--- src/rtl/encrypt_function_1.sv ---
// ============================================================================
// encrypt_function_1
// Two-stage valid/ready encryptor that adds an LFSR-keyed mask to plaintext.
// Revision: 1.0
// ============================================================================
`default_nettype none

module encrypt_function_1 #(
  parameter logic [10:0] SEED     = 11'h5A5,
  parameter logic [5:0]  SEQ_INIT = 6'd0
) (
  input  logic        Clk,
  input  logic        Rst,
  input  logic        in_valid,
  output logic        in_ready,
  input  logic [59:0] data_in,
  output logic        out_valid,
  input  logic        out_ready,
  output logic [77:0] outEnc
);

  // An all-zero seed would lock the LFSR at zero forever.
  localparam logic [10:0] C_LFSR_RST = (SEED == 11'd0) ? 11'h001 : SEED;

  logic [10:0] lfsr_q;
  logic [10:0] lfsr_d;
  logic [5:0]  seq_q;
  logic [5:0]  seq_d;
  logic        s1_valid_q;
  logic [59:0] x_q;
  logic [10:0] r_q;
  logic [5:0]  sq_q;
  logic        out_valid_q;
  logic [77:0] out_q;

  logic        w_s2_adv;
  logic        w_accept;
  logic [59:0] w_mask;
  logic [60:0] w_y;

  always_comb begin
    w_s2_adv = !out_valid_q || out_ready;
    in_ready = !s1_valid_q || w_s2_adv;
    w_accept = in_valid && in_ready;
    lfsr_d   = {lfsr_q[9:0], lfsr_q[10] ^ lfsr_q[8]};
    seq_d    = seq_q + 6'd1;
    w_mask   = {r_q[4:0], ~r_q, r_q, ~r_q, ~r_q, r_q};
    // The carry is kept in bit 60 so the decrypt side can subtract exactly.
    w_y      = {1'b0, x_q} + {1'b0, w_mask};
  end

  always_ff @(posedge Clk or posedge Rst) begin
    if (Rst) begin
      lfsr_q      <= C_LFSR_RST;
      seq_q       <= SEQ_INIT;
      s1_valid_q  <= 1'b0;
      x_q         <= '0;
      r_q         <= '0;
      sq_q        <= '0;
      out_valid_q <= 1'b0;
      out_q       <= '0;
    end else begin
      if (w_accept) begin
        x_q        <= data_in;
        r_q        <= lfsr_q;
        sq_q       <= seq_q;
        lfsr_q     <= lfsr_d;
        seq_q      <= seq_d;
        s1_valid_q <= 1'b1;
      end else if (w_s2_adv) begin
        s1_valid_q <= 1'b0;
      end

      if (w_s2_adv) begin
        out_valid_q <= s1_valid_q;
        if (s1_valid_q) begin
          out_q <= {w_y, r_q, sq_q};
        end
      end
    end
  end

  assign out_valid = out_valid_q;
  assign outEnc    = out_q;

endmodule

`default_nettype wire

--- config.mk ---
export PLATFORM = sky130hd
export DESIGN_NAME = encrypt_function_1
export DESIGN_NICKNAME = d
export VERILOG_FILES = /design/src/rtl/encrypt_function_1.sv
export SDC_FILE = /design/constraint.sdc
export NUM_CORES = 1
export LEC_CHECK = 0
export BUFFER_PORTS_ARGS = -buffer_cell sky130_fd_sc_hd__buf_2
export CAP_MARGIN = 20
export CELL_PAD_IN_SITES_DETAIL_PLACEMENT = 0
export CELL_PAD_IN_SITES_GLOBAL_PLACEMENT = 1
export CORE_ASPECT_RATIO = 0.7
export CORE_MARGIN = 1
export CORE_UTILIZATION = 43
export DETAILED_ROUTE_END_ITERATION = 16
export HOLD_SLACK_MARGIN = 0.05
export PLACE_DENSITY = 0.85
export SLEW_MARGIN = 30
export SYNTH_ARGS = -nofsm -noshare
export SYNTH_HDL_FRONTEND = slang
export SYNTH_SLANG_ARGS = --single-unit
--- constraint.sdc ---
create_clock -name Clk -period 6.4 [get_ports Clk]
set_input_delay 0.32 -clock Clk [delete_from_list [all_inputs] [get_ports Clk]]
set_output_delay 0.32 -clock Clk [all_outputs]
set_load 0.02 [all_outputs]
# --- Word level (Yosys, flattened, before mapping) ---
# Index checks and enable logic that the tools add are counted.
op_classes:
  mux: 2
  add_sub_neg: 2
  bitwise_logic: 2
  reduce_logical: 7
ops:
  columns: ["cell", "n"]
  rows:
  - ["60-bit by 60-bit adder with 61-bit output", 1]
  - ["11-bit NOT", 1]
  - ["6-bit by 1-bit adder with 6-bit output, second input constant", 1]
  - ["1-bit zero test", 2]
  - ["1-bit logical OR", 2]
  - ["1-bit two-way mux", 2]
  - ["2-bit AND reduction", 1]
  - ["2-bit nonzero test", 1]
  - ["1-bit logical AND", 1]
  - ["1-bit bitwise XOR", 1]
word_totals:
  word_cells: 21
  output_inout_bits: 80
  regBits: 174
  in_bits: 64

# --- Logic depth before layout (Yosys ltp) ---
# Gate-level depths: netlist (run 1).
logic_depth:
  word_depth: 5
  depth_mapped: 13
  mapped_depth_nobuf: 12

# --- Worst setup path before layout (run 1) ---
# Ideal clock, no wire load.
synth_timing:
  kind: "register -> register"
  from: "register lfsr_q[1] (netlist name)"
  to: "register out_q[75] (netlist: outEnc[75])"
  arrival_ps: 2763
  synth_period_minus_slack_ps: 2889
  setup_time_ps: 126
  n_path_buf: 0
  path_stages_with_launch: 12
  setup_slack_ps: 3511
  path_cell_list: "dfrtp_1 > ha_1 > fa_1 > a211oi_1 > o211ai_1 > nand2_1 > a211oi_2 > nor3_1 > o21ai_2 > a21oi_2 > o31ai_4 > a221o_1"
synth_rtl:
  columns: ["item", "line", "text"]
  rows:
  - ["end signal: assignment", "77", "out_q <= {w_y, r_q, sq_q};"]
  - ["end: declaration", "34", "logic [77:0] out_q;"]

==> results.md, run 1 <==
* Core area at 21,850 um2
* Antenna diodes at 0
* H-tree levels at 4
* Ys async rst share at 100.0%
* Detailed Routing Iterations Pass 1 at 5
* Longest Clk Path Bufs at 2
* Outcome: finished clean
* Top_reg_cell synth: dfrtp_1
* Via count at about 8,400
* Post-DP HPWL at 20.64 mm
* Slew HR at 41.19%
* Area Overhead vs Synth at 14.76%
* Arr. time, crit path at around 4000 ps
* Met2 routed WL at around 11 mm
* Setup TNS at 0 ps
* Finish-stage setup viols at 0
* Worst Setup Path Type: flip-flop to flip-flop
* Top-level I/O count at 144
* Cell variety after synth at 58
* Routed Wire Length at 27.80 mm
* GRT overflow at 0
* WL met3 at 2.060 mm
* Post-synth EDFFs at 0
* Resize count post-CTS at 0
* First-pass GRT wire length at around 44 mm
* Iter 0 DRT Violations at around 700
* Post-route cell area at roughly 11,000 um2
* Leakage at around 0.0056 uW
* Area after DPL at ~11,000 um2
* M1 WL at 14.39 mm
* Flop pwr share at approximately 31%
* Nets at between 1,000 and 1,500
* CP Capture Type: flip-flop
* Largest net degree at the start of global routing at a little over 90
* Drt wl/cell at about 18 um
* Post-route ant nets at 0
* Final period util at a little under three fifths
* Max layer used: met4
* Die Area at 23,120 um2
* Logic pwr share at between 50% and 60%
* Vias in the first global route at 7,880
* Post-synthesis cell area at a little under 10,000 um2
* Most common library cells after synthesis: nand2_1 (365), dfrtp_1 (163), o21ai_0 (83), a21oi_1 (68), ha_1 (61)
* RSZ-0062 raised after global routing: false
* CP required at between 6000 and 7000 ps
* CTS sink count at ~170
* Count leader, synth: nand2_1
* Total Power at ~5400 uW
* Post-CTS setup buffers at 0
* Clock slew at reported path FFs at 70 ps
* YS warnings at 0
* Hold_buf cts at 0
* Hold Fails Final Rpt at 0
* Pwr/cell area at between 400 and 500 nW/um2
* Top cells by area, synth: dfrtp_1 (42%), nand2_1 (14%), ha_1 (7.9%)
* IO buf count at 143
* TritonCTS clock tree: built
* Initial antenna violation count at 0
* Net Sw Frac at between 40% and 50%
* Max-cap violations at 0
* Die span in y at between 100 and 150 um
* Max-slew violations at 0
* Peak VDD IR at 0.2441 mV
* Clk_skew at 11.02 ps
* Worst-margin pin slew at between 800 and 900 ps
* CTS root buf: clkbuf_16
* Clock latency on the worst-skew pair at 440 ps
* Layout Utilization at 50.84%
* TritonCTS Buffers at 17
* Sw power at ~2500 uW
* Starting Density at about 44%
* Worst-path fanout max at 5
* Fmax at between 200 and 300 MHz
* Synth Net Count at roughly 1,300
* DRC viols at 0
* Vias per cell at roughly 5.5
* Tmin final at 3614 ps
* Share of power burned in the clock network at 18.4%
* Part of the Yosys area used for sequential elements at between 40% and 50%
* Fraction of layout cells with a size suffix above 1 at between 10% and 20%
* # rows at between 40 and 50
* Yosys reg bits at 169
* Post-synth top area cell: dfrtp_1
* Post-synth top area share at 42.15%
* Overall Global Routing Usage at between 20% and 30%
* DIE WIDTH at approximately 180 um
* Mapped Cells at approximately 1,100
* RePlAce Congestion at ~0.96
* Int Pwr at around 2900 uW
* Critical Path Start Type: flip-flop
* HP Class: input pin to async pin
* Avg Inst Size Synth at 8.430 um2
-- registers in the layout, indices dropped and copies added (netlist names) --
register	cells
outEnc	78
out_valid	1
x_q	60
lfsr_q	11
r_q	6
seq_q	6
sq_q	6
s1_valid_q	1
-- worst max-delay path, cell delays in order (launching register included) --
cell      delay (ps)
dfrtp_1          470
ha_1             290
fa_1             440
a211oi_1         330
o211ai_1         140
nand2_1          200
a211oi_2         100
nor3_1           540
o21ai_2          230
a21oi_2          300
o21ai_1          150
nor2b_1          160
o21ai_1          170
-- final cells by class --
| type | instances | area, um2 |
|---|---|---|
| clock buffers | 22 | 464.2 |
| clock inverters | 10 | 85.08 |
| flip-flops and latches | 169 | 4237 |
| fillers | 2127 | 10740 |
| inverters | 31 | 121.4 |
| repair buffers | 147 | 749.5 |
| multi-input cells | 886 | 5097 |
| well taps | 282 | 352.8 |
-- path summary, 6_finish.rpt --
kind / from / depth (start not counted) / slack, ps / endpoint
hold / removal: Rst / 2 / 60 / x_q[30]
setup reg to reg: lfsr_q[1] / 12 / 2790 / outEnc[71]
hold reg to reg: outEnc[40] / 2 / 460 / outEnc[40]
setup / recovery: lfsr_q[1] / 12 / 2790 / outEnc[71]
max in group asynchronous: Rst / 3 / 5090 / x_q[44]
min in group Clk: data_in[21] / 3 / 70 / x_q[21]
-- logic make-up after synthesis --
group                    after synthesis  synth area share (%)
buffers and inverters                 93                 3.672
XOR/XNOR                              60                 5.430
multiplexers                           1                0.1163
AND/OR/NAND/NOR                      482                 20.54
flip-flops                           169                 43.78
AO/OA/AOI/OAI                        281                 18.37
adder cells (fa/ha/maj)               62                 8.093
-- metrics by stage --
stage / instances / hold WS, ps / setup WS [ps]
after detailed placement: 1515 / 449.0 / 2898
after floorplan: 1148 / 425.4 / 1515
after CTS: 1547 / 52.62 / 2850
after global routing: 1547 / 58.84 / 2572
final: 1547 / 60.23 / 2786
after global placement: 1515 / 447.7 / 2952
-- cells in the final DEF (no fill, tap or decap), types with 12 or more instances in the layout --
cell       synthesis  routed
xnor2_1           38      38
o21ai_1           23      23
nor2_1            39      39
inv_1             31      30
clkbuf_16          0      17
nand2_1          365     363
o21ai_0           83      83
a21o_1            34      34
nand4_1           27      27
ha_1              61      61
o21bai_1          12      12
a21oi_1           68      68
buf_2              5     143
dfrtp_1          163     163
nand3_1           15      15
xor2_1            22      22
-- metal layers --
metal | up-vias | global-route usage (%)
li1 | 4108 | -
met1 | 4004 | 39.67
met2 | 303 | 34.37
met3 | 18 | 4.846
met4 | 0 | 5.783
met5 | - | 0
-- power groups by stage --
stage / sequential [uW] / clock (uW) / combinational, uW
4_1_cts: 1680 / 1000 / 2670
3_5_place_dp: 1690 / 0 / 2650
2_1_floorplan: 1900 / 0 / 1610
3_3_place_gp: 1690 / 0 / 2660
6_report: 1680 / 987 / 2700
5_1_grt: 1720 / 1060 / 2960
Note: power is estimated with default switching activity, not from simulation.
==> run 2: changes to the inputs <==
Clock period 6.4 ns to 3.7 ns, I/O delays scaled along.
==> run 2 against run 1 <==
Routed wire length is 5.5% higher. Worst hold slack better by 36 ps. Critical endpoint is now outEnc[75]. Sequential power is 72% higher. Cell area is 7.4% higher. Non-clock buffer count is 76 higher. Critical path type unchanged. Highest routed layer unchanged. Via count is 4.0% higher. Setup slack worse by 2500 ps.
==> results.md, run 2 (same netlist as run 1, synthesis figures left out) <==
* Commonest non-fill, non-tap cell in the layout: nand2_1
* Max reg flops at just under 80
* Reg-to-reg endpoint: outEnc[75]
* RePlAce Congestion at about 0.95
* Die span in y at about 130 um
* First-pass GRT wire length at around 46 mm
* Routed Wire Length at 29.33 mm
* Vias per cell at ~5.4
* Starting Density at between 40 and 50%
* Die Area at 23,120 um2
* Iter 0 DRT Violations at ~650
* Most frequent cells in the layout: nand2_1 (363), dfrtp_1 (163), buf_2 (143), o21ai_0 (83), a21oi_1 (68)
* Slew HR at 45.48%
* Antenna diodes at 0
* Worst reg-to-reg path cell count at 13
* TritonCTS clock tree: built
* Critical path cell sequence: inv_1, ha_1, nand4_1, a21oi_1, nand2_1, a211oi_2, nor3_1, buf_4, o21ai_2, a21oi_2, o31ai_4, o211ai_1, a221o_1
* DRC viols at 0
* H-tree levels at 4
* Post-route ant nets at 0
* Area Overhead vs Synth at 23.26%
* Outcome: finished clean
* Fraction of layout cells with a size suffix above 1 at 16.55%
* Overall Global Routing Usage at between 20 and 30%
* Largest net degree at the start of global routing at 170
* Via count at approximately 8,800
* Layout Utilization at a little over half
* DIE WIDTH at approximately 180 um
* Worst-margin pin slew at around 820 ps
* Pwr/cell area at 803.5 nW/um2
* Fmax at between 200 and 300 MHz
* Max incr delay on CP at around 530 ps
* Post-CTS setup buffers at 0
* TritonCTS Buffers at 17
* Core area at about 22,000 um2
* Max-cap violations at 0
* Setup TNS at 0 ps
* CP max stage cell: dfrtp_1
* Tmin final at 3462 ps
* Worst-path fanout max at 5
* Critical Path Start Type: flip-flop
* Reg2reg start: lfsr_q[1]
* CP required at about 4000 ps
* Longest Clk Path Bufs at 2
* FF-to-FF setup slack at roughly 240 ps
* Final period util at 93.56%
* Worst Setup Path Type: flip-flop to flip-flop
* Leakage at 0.005916 uW
* RSZ-0062 raised after global routing: false
* Top-level I/O count at around 140
* Finish-stage setup viols at 0
* Hold Path End: s1_valid_q
* CP Capture Type: flip-flop
* Initial antenna violation count at 0
* # rows at 45
* CTS sink count at 169
* Post-DP HPWL at 21.04 mm
* HP Class: input pin to flip-flop
* CTS root buf: clkbuf_16
* Clk_skew at around 10 ps
* Max-slew violations at 0
* Clock latency on the worst-skew pair at about 450 ps
* Detailed Routing Iterations Pass 1 at 7
* Peak VDD IR at between 0.4 and 0.5 mV
* Clock slew at reported path FFs at 70 ps
* Drt wl/cell at 18.07 um
* Hold Fails Final Rpt at 0
* Hold_sp: out_ready
* Total Power at between 9000 and 10,000 uW
* WHS Path Cells at 3
* IO buf count at roughly 140
* Arr. time, crit path at 3790 ps
* GRT overflow at 0
* Vias in the first global route at between 8,000 and 9,000
* Nets at between 1,000 and 1,500
-- run 2: cell types whose count changed in the layout (fill, tap and decap cells not counted), sizes merged --
| cell | previous run | this run |
|---|---|---|
| bufinv | 0 | 1 |
| inv | 37 | 40 |
| buf | 147 | 161 |
| dlygate4sd3 | 0 | 62 |
| clkinv | 4 | 1 |
| clkbuf | 22 | 18 |
| clkinvlp | 0 | 3 |
-- run 2: power by group --
group          leakage [uW]  switching, uW  total (uW)  internal, uW
sequential          0.00209            436        2890          2460
clock              0.000294            882        1870           989
combinational       0.00353           3060        4820          1760
-- run 2: stage by stage --
step / setup slack (ps) / instance area (um2) / instances / hold WS, ps
floorplan: 811.0 / 9682 / 1148 / 290.4
finish: 238.4 / 11930 / 1623 / 96.61
CTS: 289.2 / 11890 / 1621 / 69.88
global placement: 359.0 / 10680 / 1528 / 376.2
detailed placement: 392.6 / 10680 / 1528 / 378.8
global route: 88.18 / 11930 / 1623 / 123.1
-- run 2: worst max-delay path, delay by kind of cell (launching register included) --
| family | cells | cell delay [ps] |
|---|---|---|
| AO/OA/AOI/OAI | 7 | 1590 |
| flip-flops | 1 | 530 |
| adder cells (fa/ha/maj) | 1 | 410 |
| buffers and inverters | 2 | 400 |
| AND/OR/NAND/NOR | 3 | 400 |
-- run 2: what timing repair did --
action                    in CTS  in global routing
hold buffers                  61                  1
resized for setup              0                  0
hold endpoints to repair      61                 42
-- run 2: layer usage --
metal | wire, um | share of wire [%] | GRT usage, %
met5 | 0 | 0 | 0
met4 | 600 | 2.0 | 7.827
met3 | 1967 | 6.7 | 4.875
met2 | 12090 | 41 | 36.22
met1 | 14680 | 50 | 39.33
-- run 2: area by class of cell --
type | instances | area (um2)
fill | 2015 | 9917
multi-input combinational | 886 | 5097
sequential | 169 | 4237
timing repair buffer | 223 | 1516
clock buffer | 18 | 439.2
tap | 282 | 352.8
clock inverter | 14 | 166.4
inverter | 31 | 120.1
-- run 2: worst max-delay path by stage --
stage / end / start / cells past startpoint
3_3_place_gp: outEnc[75] / lfsr_q[1] / 13
6_report: outEnc[75] / lfsr_q[1] / 13
2_1_floorplan: outEnc[75] / lfsr_q[1] / 11
5_1_grt: outEnc[75] / lfsr_q[1] / 13
3_5_place_dp: outEnc[75] / lfsr_q[1] / 13
4_1_cts: outEnc[75] / lfsr_q[1] / 13
